==> config.mk <==
export PLATFORM = sky130hd
export DESIGN_NAME = pipelined_controller
export DESIGN_NICKNAME = d
export VERILOG_FILES = /design/src/rtl/pipelined_controller.sv
export SDC_FILE = /design/constraint.sdc
export NUM_CORES = 1
export LEC_CHECK = 0
export ABC_CLOCK_PERIOD_IN_PS = 2330
export BUFFER_PORTS_ARGS = -buffer_cell sky130_fd_sc_hd__buf_2
export CAP_MARGIN = 20
export CORE_MARGIN = 2
export CORE_UTILIZATION = 50
export CTS_CLUSTER_DIAMETER = 120
export CTS_CLUSTER_SIZE = 25
export DETAILED_ROUTE_END_ITERATION = 10
export HOLD_SLACK_MARGIN = 0.03
export PLACE_DENSITY = 0.9
export SLEW_MARGIN = 15
export SYNTH_ARGS = -nofsm -noshare
export SYNTH_HDL_FRONTEND = slang
export SYNTH_SLANG_ARGS = --single-unit
==> constraint.sdc <==
create_clock -name clk -period 2.33 [get_ports clk]
set_clock_uncertainty 0.05 [all_clocks]
set_input_delay 0 -clock clk [delete_from_list [all_inputs] [get_ports clk]]
set_output_delay 0 -clock clk [all_outputs]
set_load 0.03 [all_outputs]
==> src/rtl/pipelined_controller.sv <==
// pipelined_controller: ID-stage decode, ID/EX control register, load-use and multiply stall control
module pipelined_controller #(
    parameter int ALUCTL_W    = 5,
    parameter int MULT_CYCLES = 4,
    parameter bit HAZARD_EN   = 1'b1
) (
    input  logic                clk,
    input  logic                rst_n,
    input  logic                instr_valid,
    input  logic [31:0]         instruction,
    input  logic                branch_taken,
    output logic                stall,
    output logic                flush,
    output logic                mult_busy,
    output logic                ex_valid,
    output logic                reg_write,
    output logic                alu_src,
    output logic                reg_dst,
    output logic                mem_write,
    output logic                mem_read,
    output logic                branch,
    output logic                mem_to_reg,
    output logic                jump,
    output logic                jr,
    output logic                jal,
    output logic [1:0]          mem_size,
    output logic [ALUCTL_W-1:0] alu_control,
    output logic [4:0]          ex_dest_reg,
    output logic                illegal_instr
);
    localparam int CW = $clog2(MULT_CYCLES + 1);
    typedef enum logic {RUN, MUL_BUSY} state_t;
    state_t state, state_nxt;
    logic [CW-1:0] cnt, cnt_nxt;
    logic [5:0] op, funct;
    logic [4:0] rs, rt, rd, r_alu, d_alu, d_dest;
    logic [1:0] d_size;
    logic d_ok, d_rw, d_src, d_dst, d_mw, d_mr, d_br, d_m2r, d_j, d_jr, d_jal, d_mult;
    logic uses_rt, hazard, load_hazard, busy, issue, illegal, unused_shamt;
    assign op = instruction[31:26];
    assign rs = instruction[25:21];
    assign rt = instruction[20:16];
    assign rd = instruction[15:11];
    assign funct = instruction[5:0];
    assign unused_shamt = ^instruction[10:6];
    // R-type ALU code by funct; zero marks a funct that is not an ALU operation
    always_comb begin
        r_alu = 5'b00000;
        case (funct)
            6'h20: r_alu = 5'b00001;
            6'h22: r_alu = 5'b00010;
            6'h18: r_alu = 5'b00011;
            6'h00: r_alu = 5'b00100;
            6'h02: r_alu = 5'b00101;
            6'h24: r_alu = 5'b00110;
            6'h25: r_alu = 5'b00111;
            6'h26: r_alu = 5'b01000;
            6'h27: r_alu = 5'b01101;
            6'h2A: r_alu = 5'b01110;
            default: r_alu = 5'b00000;
        endcase
    end
    // Instruction decode; anything unrecognised leaves d_ok low and all controls zero
    always_comb begin
        {d_ok, d_rw, d_src, d_dst, d_mw, d_mr, d_br, d_m2r, d_j, d_jr, d_jal} = '0;
        d_size = 2'b00;
        d_alu = 5'b00000;
        d_dest = 5'd0;
        case (op)
            6'h00: begin
                if (funct == 6'h08) begin
                    d_ok = 1'b1;
                    d_jr = 1'b1;
                end else if (r_alu != 5'b00000) begin
                    {d_ok, d_rw, d_dst, d_m2r} = 4'b1111;
                    d_alu = r_alu;
                    d_dest = rd;
                end
            end
            6'h23, 6'h21, 6'h20: begin
                {d_ok, d_rw, d_src, d_mr} = 4'b1111;
                d_alu = 5'b00001;
                d_size = op[1] ? 2'b10 : {1'b0, op[0]};
                d_dest = rt;
            end
            6'h2B, 6'h29, 6'h28: begin
                {d_ok, d_src, d_mw} = 3'b111;
                d_alu = 5'b00001;
                d_size = op[1] ? 2'b10 : {1'b0, op[0]};
            end
            6'h0C, 6'h0D, 6'h0E, 6'h0A: begin
                {d_ok, d_rw, d_src, d_m2r} = 4'b1111;
                d_alu = (op == 6'h0C) ? 5'b00110 : (op == 6'h0D) ? 5'b00111 : (op == 6'h0E) ? 5'b01000 : 5'b01110;
                d_dest = rt;
            end
            6'h04, 6'h05, 6'h07, 6'h06: begin
                {d_ok, d_br} = 2'b11;
                d_alu = (op == 6'h04) ? 5'b01100 : (op == 6'h05) ? 5'b01111 : (op == 6'h07) ? 5'b10000 : 5'b10001;
            end
            6'h01: begin
                d_ok = (rt == 5'd0) || (rt == 5'd1);
                d_br = d_ok;
                d_alu = (rt == 5'd1) ? 5'b01111 : (rt == 5'd0) ? 5'b01100 : 5'b00000;
            end
            6'h02: {d_ok, d_j} = 2'b11;
            6'h03: begin
                {d_ok, d_j, d_jal, d_rw} = 4'b1111;
                d_dest = 5'd31;
            end
            default: d_ok = 1'b0;
        endcase
    end
    assign d_mult = (op == 6'h00) && (funct == 6'h18);
    assign uses_rt = (op == 6'h00) || (op == 6'h2B) || (op == 6'h29) || (op == 6'h28) || (op == 6'h04) || (op == 6'h05);
    assign hazard = HAZARD_EN && ex_valid && mem_read && (ex_dest_reg != 5'd0) && ((ex_dest_reg == rs) || (uses_rt && (ex_dest_reg == rt)));
    assign busy = (state == MUL_BUSY);
    assign mult_busy = busy;
    assign flush = branch_taken && !busy;
    assign load_hazard = hazard && instr_valid && !flush;
    assign stall = busy || load_hazard;
    assign issue = !busy && !flush && !load_hazard && instr_valid && d_ok;
    assign illegal = !busy && !flush && !load_hazard && instr_valid && !d_ok;
    // Multiply occupancy state and countdown
    always_ff @(posedge clk or negedge rst_n) begin
        if (!rst_n) begin
            state <= RUN;
            cnt <= '0;
        end else begin
            state <= state_nxt;
            cnt <= cnt_nxt;
        end
    end
    // Enter MUL_BUSY when a mult issues; leave once the countdown reaches one
    always_comb begin
        state_nxt = state;
        cnt_nxt = cnt;
        if (busy) begin
            cnt_nxt = cnt - CW'(1);
            state_nxt = (cnt == CW'(1)) ? RUN : MUL_BUSY;
        end else if (issue && d_mult && (MULT_CYCLES > 1)) begin
            state_nxt = MUL_BUSY;
            cnt_nxt = CW'(MULT_CYCLES - 1);
        end
    end
    // ID/EX control register: held during multiply, otherwise decoded bundle or bubble
    always_ff @(posedge clk or negedge rst_n) begin
        if (!rst_n) begin
            {ex_valid, reg_write, alu_src, reg_dst, mem_write, mem_read, branch, mem_to_reg, jump, jr, jal} <= '0;
            mem_size <= 2'b00;
            alu_control <= '0;
            ex_dest_reg <= 5'd0;
            illegal_instr <= 1'b0;
        end else begin
            illegal_instr <= illegal;
            if (!busy) begin
                ex_valid <= issue;
                reg_write <= issue && d_rw;
                alu_src <= issue && d_src;
                reg_dst <= issue && d_dst;
                mem_write <= issue && d_mw;
                mem_read <= issue && d_mr;
                branch <= issue && d_br;
                mem_to_reg <= issue && d_m2r;
                jump <= issue && d_j;
                jr <= issue && d_jr;
                jal <= issue && d_jal;
                mem_size <= issue ? d_size : 2'b00;
                alu_control <= issue ? ALUCTL_W'(d_alu) : '0;
                ex_dest_reg <= issue ? d_dest : 5'd0;
            end
        end
    end
endmodule

After elaboration in Yosys (flattened, before gate mapping):

Cells that the tools add are included.

* register bits after elaboration: 28

* add/sub/neg operators: 1
* equality and inequality tests: 31
* mux-type cells: 40
* reduce and logical (&&, ||, !) cells: 52

Operators with widths (number)
* equality test 6 bit (second input constant): 13
* two-way mux 5 bit: 8
* one-hot mux 4 bit (10 select lines): 1
* equality test 6 x 4 -> 1 bit (second input constant): 5
* one-hot mux 5 bit (5 select lines): 1
* equality test 6 x 3 -> 1 bit (second input constant): 4
* logical AND 1 bit: 24
* equality test 6 x 2 -> 1 bit (second input constant): 3
* two-way mux 4 bit: 4
* OR reduction 16 bit: 1
* two-way mux 1 bit: 15
* one-hot mux 5 bit (3 select lines): 1
* logical NOT 6 bit: 2
* equality test 5 bit: 2
* nonzero test 5 bit: 2
* OR reduction 10 bit: 1
* two-way mux 3 bit: 3
* logical OR 1 bit: 8
* OR reduction 4 bit: 2
* OR reduction 8 bit: 1
* OR reduction 7 bit: 1
* equality test 6 x 1 -> 1 bit (second input constant): 1
* equality test 6 x 5 -> 1 bit (second input constant): 1
* two-way mux 2 bit: 3
* 11 further kinds: 17

Logic depth before layout (Yosys ltp):

* word-level depth: 18
* depth in mapped cells: 7
* gate-level depth less buffers: 5

Least setup slack after synthesis:

No wires, ideal clock.

* kind: register -> register
* start: register state (netlist: mult_busy)
* end: register alu_control[0]
* setup time: 77 ps
* data arrival time: 1966 ps
* path slack: 237 ps
* cell stages (with the launch flop): 7
* buffers on the path: 1
* period minus slack after synthesis: 2093 ps
* path through: dfrtp_1 > nor2b_1 > a211oi_1 > a41oi_1 > nand3_1 > clkbuf_1 > o21ai_1

* word-level cells in the longest chain between the ends: 9
* elaborated cells on any way between the ends: 10
* classes of those cells: mux (1); reduce/logical (9)

Ends and longest elaborated chain
* start, declared: line 33 `state_t state, state_nxt;`
* start signal, assigned: line 129 `state <= state_nxt;`
* logical NOT 1 bit (*)
* logical AND 1 bit (*): line 118 `assign flush = branch_taken && !busy;`
* named net flush: line 13 `output logic flush,`
* logical NOT 1 bit (*): line 119, 121
* logical AND 1 bit: line 119 `assign load_hazard = hazard && instr_valid && !flush;`
* logical NOT 1 bit: line 121 `assign issue = !busy && !flush && !load_hazard && instr_valid && d_ok;`
* logical AND 1 bit (*) (3 in series): line 121
* two-way mux 5 bit (*): line 168 `alu_control <= issue ? ALUCTL_W'(d_alu) : '0;`
* end signal, assigned: line 168
* end, declared: line 27 `output logic [ALUCTL_W-1:0] alu_control,`

The timed path passes the listed nets; every way through them passes the cells marked *.
A chain may end at the register's enable or synchronous reset.

Worst setup path after layout:

* start: input instruction[26]
* end: register ex_dest_reg[3]

* word-level cells in the longest chain between the ends: 16
* elaborated cells on any way between the ends: 37
* classes of those cells: eq/ne (17); mux (3); reduce/logical (17)

Ends and longest elaborated chain
* start, declared: line 10 `input logic [31:0] instruction,`
* equality test 6 bit or logical NOT 6 bit (tied branches): line 69, 114
* logical OR 1 bit (5 in series): line 114 `assign uses_rt = (op == 6'h00) || (op == 6'h2B) || (op == 6'h29) || (op == 6'h28) || (op == 6'h04) || (op == 6 ...`
* logical AND 1 bit: line 115 `assign hazard = HAZARD_EN && ex_valid && mem_read && (ex_dest_reg != 5'd0) && ((ex_dest_reg == rs) || (uses_rt ...`
* logical OR 1 bit: line 115
* logical AND 1 bit: line 115
* logical AND 1 bit (2 in series): line 119
* logical NOT 1 bit: line 121
* logical AND 1 bit (3 in series): line 121
* two-way mux 5 bit (*): line 169 `ex_dest_reg <= issue ? d_dest : 5'd0;`
* end signal, assigned: line 169
* end, declared: line 28 `output logic [4:0] ex_dest_reg,`

Every way passes the cells marked *; elsewhere a longest branch is shown, timed or not.

==> run summary <==
Status: complete, no violations
Layout cells sized above 1: 0.274
Setup violators final: 0
Final Hold Viols: 0
Yosys top cell area share: 0.371
Routed WL per cell: 16.5 µm
IO buf count: 57
Residual DRC count: 0
Antenna cells: 0
Fin nets: 309
Max Slew Vio Count: 0
Placer Congestion: 0.927
Clock Tree Buf Depth: 2
Slew @ Worst Pin: 630 ps
Max FO, Critical Path: 13
GRT overflow: 0
Number of synthesized flops with an enable pin: 0
Initial antenna violation count: 0
Post-synthesis net count: 251
Most common cell in the synthesized netlist: dfrtp_1
Peak VDD IR: 227 µV
First-pass GRT wire length: 8740 µm
Number of distinct library cells after synthesis: 56
Post-synth top cells: 28 x dfrtp_1, 21 x nand2_1, 11 x o21ai_1
Vias: 2,042
Die area: 4290 µm²
P_leak: 0.00109 µW
Minimum clock period: 2250 ps
R2r setup slk: 260 ps
Combinational share of power: 0.191
Drt pass-1 iters: 5
Crit path arrival time: 2370 ps
Hold Crit Class: in -> reg
1st-iter DRT viols: 170
Final Util: 0.645
P&R area growth vs syn: 24.8%
Power per cell area: 467 nW/µm²
Tcrit/Tclk final: 0.967
FP Rows: 22
Cell count after synthesis: 213
Power share of the clock group: 0.350
Rel. slew slack: 0.569
CP Class: in -> reg
Net switching power: 293 µW
Post-synth ARST share: 1.00
Hold WS: 65.8 ps
Worst-skew pair later-pin latency: 280 ps
Register area share after synthesis: 0.371
Synth top area cells: dfrtp_1 37%, nand2_1 4.2%, xor2_1 4.2%, a221oi_1 3.7%, o21ai_1 2.9%
Finished Cell Area: 2360 µm²
Core area: 3660 µm²
Remaining antenna violation count after routing: 0
# clock sinks: 28
Hpwl dp: 3540 µm
I/O pin cnt: 63
Largest net degree at the start of global routing: 30
Commonest register cell after synthesis: dfrtp_1
Flop pwr share: 0.459
Syn Std Cell Area: 1890 µm²
Initial core utilization: 0.516
TritonCTS clock tree: built
All-Layer GR Usage: 0.263
Yosys reg bits: 28
YS warnings: 0
H-tree levels: 1
Die Span Y: 65.5 µm
Crit end category: register
DR vias/cell: 6.42
DP Area: 2190 µm²
Width of the die: 65.5 µm
Max Clock Freq: 444 MHz
Sw frac: 0.266
Internal power: 809 µW
Num CTS Buffers: 3
Yosys top cell by area: dfrtp_1
Routed Wire Length: 5260 µm
Root buffer cell: clkbuf_8
Max-cap viol count: 0
Via count of the first global-routing pass: 1,835
Setup bufs post-CTS: 0
Clock-pin slew on the worst setup and hold paths: 100 ps
Synth Area per Inst: 8.88 µm²
Worst EP required: 2450 ps
TNS Setup: 0 ps
Element type at the critical path start: input port
[final cells by class]
type	instances	area, µm²
flip-flops and latches	28	701
clock inverters	1	30.0
clock buffers	3	41.3
multi-input cells	164	1110
fillers	293	1300
inverters	6	22.5
well taps	48	60.1
repair buffers	68	390
[metal layers]
metal  routed length, µm  GRT usage  vias to the layer above
met3                 344     0.0154                       25
met5                   0          0                        -
met1                2130      0.341                      965
met4                 239      0.138                        0
li1                    -          -                      923
met2                2540      0.441                      129
[worst paths after layout]
kind | from | to | cells after the start
worst min register to register | alu_control[4]$_DFFE_PN0N_ | alu_control[4]$_DFFE_PN0N_ | 2
worst min-delay path | instruction[28] | alu_control[4]$_DFFE_PN0N_ | 3
worst max-delay path | instruction[26] | ex_dest_reg[3]$_DFFE_PN0N_ | 8
min in group asynchronous | rst_n | alu_control[4]$_DFFE_PN0N_ | 2
max in group asynchronous | rst_n | cnt[2]$_DFFE_PN0P_ | 2
worst max register to register | ex_dest_reg[1]$_DFFE_PN0N_ | jump$_DFFE_PN0N_ | 5
[kinds of logic (layout without fill, tap and decap cells)]
logic type      count (synthesis)  in the layout  synth area share
buf+inv                        21             78            0.0450
mux                             1              1           0.00596
flops                          28             28             0.371
simple gates                   85             85             0.267
fa+ha+maj                       2              2            0.0132
compound gates                 65             65             0.248
xor+xnor                       11             11            0.0510
[worst max-delay path: stages]
cell	delay, ps
dlygate4sd3_1	520
buf_2	250
and2b_1	300
a21oi_1	190
a21oi_2	130
a221oi_1	330
dlygate4sd3_1	590
o21ai_1	60
[power groups by stage]
stage | Combinational [µW] | Clock, µW | Sequential, µW
4_1_cts | 204 | 391 | 506
5_1_grt | 231 | 409 | 508
3_5_place_dp | 193 | 0 | 516
2_1_floorplan | 105 | 0 | 526
6_report | 210 | 385 | 506
3_3_place_gp | 187 | 0 | 515
[cell usage in the layout (no fill, tap or decap), drive strengths merged, types with 3 or more instances in the layout]
cell type and count:
nor3b 3, buf 59, inv 6, nor4bb 3, a21oi 8, a211oi 3, nand3 6, a221oi 8
dlygate4sd3 9, nor2b 7, a32o 5, a22o 6, o21ai 20, clkbuf 3, nor2 10, nor4 7
nor4b 3, dfrtp 28, xor2 9, nor3 5, nand2 21, nand2b 5
[per-stage QoR]
stage	instances	setup slack, ps	power (µW)
floorplan	213	237	631
global placement	305	390	702
detailed placement	305	298	709
CTS	318	128	1100
global route	318	-14.0	1150
finish	318	75.8	1100
[timing repair]
action                                  4_1_cts  5_1_grt
endpoints found under the hold margin        34        0
gates resized for setup                       0        2
endpoints found under the setup margin        0        2
hold buffers                                  9        0
No activity file was read; power rests on OpenSTA's default activity.
